===== src/rtl/neuron_seq_ctrl.sv =====
// Single-neuron evaluator: bias plus NUM multiply-accumulate terms on one shared
// multiplier, then one cycle to capture the external tanh unit's result.
//
// state | meaning
// IDLE  | waiting for i_start
// MAC   | accumulating k[idx]*w[idx], one term per cycle
// ACT   | o_sum is final; capture i_act into o_a
// DONE  | o_done pulse; a new start may be accepted here
module neuron_seq_ctrl #(
  parameter int NUM   = 3,
  parameter int WIDTH = 32,
  parameter int FRAC  = 24
) (
  input  logic                        clk,
  input  logic                        rst,
  input  logic                        i_start,
  input  logic signed [NUM*WIDTH-1:0] i_k,
  input  logic signed [NUM*WIDTH-1:0] i_w,
  input  logic signed [WIDTH-1:0]     i_b,
  output logic signed [WIDTH-1:0]     o_sum,
  input  logic signed [WIDTH-1:0]     i_act,
  output logic signed [WIDTH-1:0]     o_a,
  output logic [7:0]                  o_idx,
  output logic                        o_busy,
  output logic                        o_done
);

  localparam int ACCW  = 2*WIDTH + 8;
  localparam int PRODW = 2*WIDTH;
  localparam logic [7:0] LAST = 8'(NUM - 1);

  typedef enum logic [1:0] {IDLE, MAC, ACT, DONE} state_t;

  state_t state, state_nxt;
  logic load, mac_en, act_en;

  logic [NUM*WIDTH-1:0]    k_reg, w_reg;
  logic signed [ACCW-1:0]  acc, acc_sh, b_ext, prod_ext;
  logic [7:0]              idx;
  logic signed [WIDTH-1:0] k_sel, w_sel;
  logic signed [PRODW-1:0] prod;
  logic [ACCW-WIDTH:0]     top;

  always_ff @(posedge clk or posedge rst) begin
    if (rst) state <= IDLE;
    else     state <= state_nxt;
  end

  always_comb begin
    state_nxt = state;
    load      = 1'b0;
    mac_en    = 1'b0;
    act_en    = 1'b0;
    o_busy    = 1'b0;
    o_done    = 1'b0;
    o_idx     = '0;
    case (state)
      IDLE: begin
        if (i_start) begin
          load      = 1'b1;
          state_nxt = MAC;
        end
      end
      MAC: begin
        o_busy = 1'b1;
        mac_en = 1'b1;
        o_idx  = idx;
        if (idx == LAST) state_nxt = ACT;
      end
      ACT: begin
        o_busy    = 1'b1;
        act_en    = 1'b1;
        state_nxt = DONE;
      end
      DONE: begin
        o_done = 1'b1;
        if (i_start) begin
          load      = 1'b1;
          state_nxt = MAC;
        end else begin
          state_nxt = IDLE;
        end
      end
      default: state_nxt = IDLE;
    endcase
  end

  // Shared multiplier: operand pair selected by idx.
  always_comb begin
    k_sel = '0;
    w_sel = '0;
    for (int j = 0; j < NUM; j++) begin
      if (idx == 8'(j)) begin
        k_sel = k_reg[j*WIDTH +: WIDTH];
        w_sel = w_reg[j*WIDTH +: WIDTH];
      end
    end
  end

  assign prod     = PRODW'(k_sel) * PRODW'(w_sel);
  assign prod_ext = {{(ACCW-PRODW){prod[PRODW-1]}}, prod};
  // Bias moved up to the product's binary point so the sum stays full precision.
  assign b_ext    = {{(ACCW-WIDTH){i_b[WIDTH-1]}}, i_b} << FRAC;

  always_ff @(posedge clk or posedge rst) begin
    if (rst) begin
      k_reg <= '0;
      w_reg <= '0;
      acc   <= '0;
      idx   <= '0;
      o_a   <= '0;
    end else begin
      if (load) begin
        k_reg <= i_k;
        w_reg <= i_w;
        acc   <= b_ext;
        idx   <= '0;
      end else if (mac_en) begin
        acc <= acc + prod_ext;
        idx <= idx + 8'd1;
      end
      if (act_en) o_a <= i_act;
    end
  end

  // Value fits in WIDTH bits when every bit from WIDTH-1 upward matches the sign.
  assign acc_sh = acc >>> FRAC;
  assign top    = acc_sh[ACCW-1:WIDTH-1];

  always_comb begin
    if ((&top) || ~(|top)) o_sum = acc_sh[WIDTH-1:0];
    else if (acc_sh[ACCW-1]) o_sum = {1'b1, {(WIDTH-1){1'b0}}};
    else o_sum = {1'b0, {(WIDTH-1){1'b1}}};
  end

endmodule


===== config.mk =====
export PLATFORM = sky130hd
export DESIGN_NAME = neuron_seq_ctrl
export DESIGN_NICKNAME = d
export VERILOG_FILES = /design/src/rtl/neuron_seq_ctrl.sv
export SDC_FILE = /design/constraint.sdc
export NUM_CORES = 2
export LEC_CHECK = 0
export CAP_MARGIN = 20
export CORE_ASPECT_RATIO = 0.5
export CORE_UTILIZATION = 52
export CTS_CLUSTER_DIAMETER = 40
export CTS_CLUSTER_SIZE = 14
export DETAILED_ROUTE_END_ITERATION = 10
export HOLD_SLACK_MARGIN = 0.06
export MAX_ROUTING_LAYER = met4
export PLACE_DENSITY = 0.73
export SLEW_MARGIN = 20
export SYNTH_ARGS = -nofsm -noshare
export SYNTH_HDL_FRONTEND = slang
export SYNTH_SLANG_ARGS = --single-unit

===== constraint.sdc =====
create_clock -name clk -period 19.7 [get_ports clk]
set_clock_uncertainty 0.1 [all_clocks]
set_input_delay 2.955 -clock clk [delete_from_list [all_inputs] [get_ports clk]]
set_output_delay 2.955 -clock clk [all_outputs]
set_load 0.01 [all_outputs]

Yosys cells after proc, flatten, opt, wreduce, memory -nomap -nowiden

Index checks and enable logic that the tools add are counted.

Multiplexer cells: 23
Multipliers: 1
Bitwise operators: 1
Equal/unequal tests: 7
Reduce and logical (&&, ||, !) cells: 9
$add $sub $neg: 2

Operator list:

| cell                                                                   | number |
|---|---|
| 32-bit two-way mux                                                     | 8 |
| 72-bit two-way mux                                                     | 2 |
| 72-bit by 64-bit adder with 72-bit output                              | 1 |
| 32-bit by 32-bit multiplier with 64-bit output                         | 1 |
| 8-bit two-way mux                                                      | 3 |
| 17-bit AND reduction                                                   | 1 |
| 17-bit OR reduction                                                    | 1 |
| 8-bit by 1-bit adder with 8-bit output (second input constant)         | 1 |
| 8-bit by 1-bit equality test with 1-bit output (second input constant) | 1 |
| 8-bit by 2-bit equality test with 1-bit output (second input constant) | 1 |
| 8-bit logical NOT                                                      | 1 |
| 2-bit one-hot mux with 4 select lines                                  | 1 |
| 1-bit two-way mux                                                      | 7 |
| 2-bit equality test (second input constant)                            | 2 |
| 2-bit two-way mux                                                      | 2 |
| 2-bit != test (second input constant)                                  | 2 |
| 2-bit OR reduction                                                     | 2 |
| 2-bit by 1-bit equality test with 1-bit output (second input constant) | 1 |
| 2-bit logical NOT                                                      | 1 |
| 2-bit AND reduction                                                    | 1 |
| 2-bit nonzero test                                                     | 1 |
| 1-bit logical OR                                                       | 1 |
| 1-bit NOT                                                              | 1 |

Register bits after elaboration: 306

Depth between registers and ports, before layout

Word-level depth: 8
Depth in mapped cells: 38

Worst setup path before layout

No wires, ideal clock.

Path kind: reg2reg
Start: reg idx[6]
End: reg acc[67]
Setup slack: 9.134 ns
Data required time: 19.522 ns
Stages on the path, launching flop included: 31
Data arrival time: 10.389 ns
Path through: dfrtp_1 or4_1 nor3_1 and3b_1 buf_2 buf_2 a221oi_1 nor2_1 clkbuf_1 nand2_1 fa_1 fa_1 inv_1 fa_1 fa_1 fa_1 fa_1 fa_1 inv_1 fa_1 inv_1 ha_1 clkbuf_1 nand2_1 or4_1 o221a_2 o41ai_4 a31oi_4 o21bai_2 mux2_1 a21oi_1

Longest elaborated chain between the ends: 8
Elaborated cells on any way between the ends: 13
Those cells by class: 1 x add/sub; 1 x mul; 2 x eq/ne; 8 x mux; 1 x reduce/logical

RTL lines:

| what                                               | RTL line | text |
|---|---|---|
| from (decl)                                        | 39       | `logic [7:0] idx;` |
| from (signal assigned)                             | 120      | `idx <= idx + 8'd1;` |
| 8-bit logical NOT                                  | 93       | `if (idx == 8'(j)) begin` |
| 32-bit two-way mux (3 in a row)                    | 93       |  |
| 32-bit by 32-bit multiplier with 64-bit output (*) | 100      | `assign prod = PRODW'(k_sel) * PRODW'(w_sel);` |
| 72-bit by 64-bit adder with 72-bit output (*)      | 119      | `acc <= acc + prod_ext;` |
| 72-bit two-way mux (*)                             | 118      | `end else if (mac_en) begin` |
| 72-bit two-way mux (*)                             | 113      | `if (load) begin` |
| to (signal assigned)                               | 116      | `acc <= b_ext;` |
| to (signal assigned)                               | 119      |  |
| to (decl)                                          | 38       | `logic signed [ACCW-1:0] acc, acc_sh, b_ext, prod_ext;` |

Mark *: on every way between the ends. The rest lies on a longest branch, timed or not. The select of a mux whose other input is x is not followed.
A chain may end at the register's enable or synchronous reset.

Final worst setup path

Start: reg idx[7]
End: reg acc[66]

Same word-level chain as after synthesis.

==> qor.csv <==
metric,value,unit
ioPinCount,333,
clk_pin_slew,0.06,ns
synth_area_per_cell,9.10,um2
grt.overflow.total,0,
grt_pass1_vias,47100,
hold_buffers,0,
status,"complete, no violations",
cts_resized,0,
use_met3,7.86,%
syn2layout_area_growth,11.6,%
drt_iter0_drc,3830,
cts_buffers,44,
totalWireLength,165000,um
layout-drive-gt1-share,4.40,%
crit_arrival,12.30,ns
grt_util_all_layers,33.7,%
max_freq,83.9,MHz
synth.ff_latch_count,306,
synth_top_family_by_area,adder cells,
synth_seq_area_share,13.9,%
cts_tree,built,
synthAdderAreaFrac,52.4,%
layout_min_cycle_time,11.92,ns
synth_compound_area_share,6.13,%
cp_slowest_cell,fa_1,
synth_cells,6031,
clk_path_buf_depth,3,
synth_nets,7818,
grt_setup_unrepaired,false,
hp-class,register to register,
maxSlewHeadroom,23.6,%
setup_viol,0,
yosys_warnings,0,
syn_area,0.0549,mm2
insertion_delay,0.64,ns
synth_xor_area_share,1.26,%
design_area,0.0613,mm2
die_height,232,um
wl_per_cell,21.6,um
drt_pass1_iterations,6,
async_reset_ff_share,100,%
cts_setup_buffers,0,
top_usage_layer,met2,
via_count,42300,
grt_start_max_net_pins,217,
cp.required,20.08,ns
vias_per_cell,5.54,
synth_edf_count,0,
hpwl,133000,um
numPortBuffers,332,
ant_nets,0,
ys.flop_type,dfrtp_1,
worstMarginPinSlew,1.15,ns
finalMaxSlewViolations,0,
synth-simple-area-share,13.8,%
fin_setup_tns,0,ns
cp_max_fo,70,
grt_pass1_wl,265000,um
synthMuxAreaShare,1.50,%
die_area,0.107,mm2
core,0.104,mm2
cpPeakStageDelay,0.90,ns
met2_usage,53.2,%
start_kind,register,
fp.dieW,462,um
hold_viol_final,0,
cts_root_buf,clkbuf_16,
gp_routability_congestion,0.989,
start_util,53.0,%
min_period_over_period,60.5,%
use_met1,42.1,%
placed_cell_area,0.0598,mm2
worstSetupPathType,register to register,
htree_levels,2,
crit_top_cell,fa_1,
cp-end-kind,register,
drc,0,
antenna_found_initial,2,
cap_violations,0,
rows,83,
fin_nets,7988,
synthDistinctLibCells,73,
clock_sinks,306,
## logic make-up (layout without fill, tap and decap cells)
| kind of cell | Yosys count | in the layout |
|---|---|---|
| adders and majority gates | 1528 | 1528 |
| xor gates and xnor gates | 79 | 79 |
| AOI/OAI and AO/OA | 505 | 505 |
| DFF | 306 | 306 |
| other | 0 | 1 |
| buffers and inverters | 1601 | 1803 |
| muxes | 78 | 78 |
| and+or+nand+nor | 1934 | 1934 |
## worst max-delay path: cells and delay by family (launching register included)
family / cells / cell delay, ns
AO/OA/AOI/OAI: 4 / 1.33
XOR/XNOR: 1 / 0.17
adder cells (fa/ha/maj): 9 / 5.37
buffers and inverters: 7 / 1.26
flip-flops: 1 / 0.39
multiplexers: 1 / 0.14
AND/OR/NAND/NOR: 9 / 2.90
## metal layers
layer / part of all wire, % / routed length (um)
met1: 38 / 62300
met2: 47 / 77700
met3: 10 / 17100
met4: 4.7 / 7690
met5: 0 / 0
## cells in the final DEF (no fill, tap or decap), types with 44 or more instances in the layout
cell             synthesis  routed
a21o_1                  81      78
a21oi_1                154     125
a22oi_1                 52      52
buf_4                    0      82
clkbuf_16                0      44
clkdlybuf4s50_1          0     332
dfrtp_1                306     306
fa_1                  1284    1283
ha_1                   244     242
inv_1                 1309    1305
mux2i_1                 45      45
nand2_1               1399    1396
nor2_1                 403     394
o21a_1                  50      50
o21ai_0                 57      56
xnor2_1                 53      53
## path summary, 6_finish.rpt
kind,depth (start not counted),slack [ns],endpoint,start
setup / recovery,31,7.78,acc[66]$_DFFE_PP0P_,idx[7]$_DFFE_PP0P_
hold / removal,2,0.38,w_reg[21]$_DFFE_PP0P_,w_reg[21]$_DFFE_PP0P_
setup reg to reg,31,7.78,acc[66]$_DFFE_PP0P_,idx[7]$_DFFE_PP0P_
hold reg to reg,2,0.38,w_reg[21]$_DFFE_PP0P_,w_reg[21]$_DFFE_PP0P_
max in group asynchronous,3,15.24,acc[8]$_DFFE_PP0P_,rst
min in group asynchronous,2,2.74,o_a[12]$_DFFE_PP0N_,rst
## synthesized netlist by cell type, drive strengths merged (5+ instances only)
cell type / count / share of area [%]
nand2: 1399 / 9.6
inv: 1309 / 8.9
fa: 1284 / 47
nor2: 403 / 2.8
dfrtp: 306 / 14
ha: 244 / 5.6
clkbuf: 242 / 1.7
a21oi: 155 / 1.4
a21o: 81 / 1.1
o21ai: 78 / 0.72
xnor2: 53 / 0.85
a22oi: 52 / 0.71
buf: 50 / 0.42
o21a: 50 / 0.68
mux2i: 45 / 0.82
nor3: 36 / 0.33
mux2: 33 / 0.68
xor2: 26 / 0.41
nand4: 22 / 0.25
o21bai: 15 / 0.21
and2: 14 / 0.16
a221oi: 13 / 0.21
nand3: 11 / 0.10
a211oi: 9 / 0.12
nor2b: 9 / 0.10
a31oi: 8 / 0.13
and3: 8 / 0.091
o31ai: 7 / 0.13
nand2b: 6 / 0.068
nor4: 6 / 0.068
or3: 6 / 0.068
a311oi: 5 / 0.11
## stage by stage
step	hold slack (ns)	util, %	cells	worst slack (ns)
final	0.376	59.1	7636	7.78
after global placement	0.359	57.7	7557	8.21
after CTS	0.377	59.1	7635	7.95
after floorplan	0.346	-	6031	8.19
after detailed placement	0.362	57.7	7557	7.97
after global routing	0.395	59.1	7635	7.17
## cell type report
type	instances	area, um2
Antenna cell	1	2.50
Clock buffer	49	1120
Clock inverter	29	324
Fill cell	8940	42300
Inverter	1309	4920
Multi-Input combinational cell	4124	41500
Sequential cell	306	7660
Tap cell	1402	1750
Timing Repair Buffer	416	3970
Power is left out: the tool's default activity adds up to more than one toggle a clock period on the data nets, which glitch-free logic cannot reach.
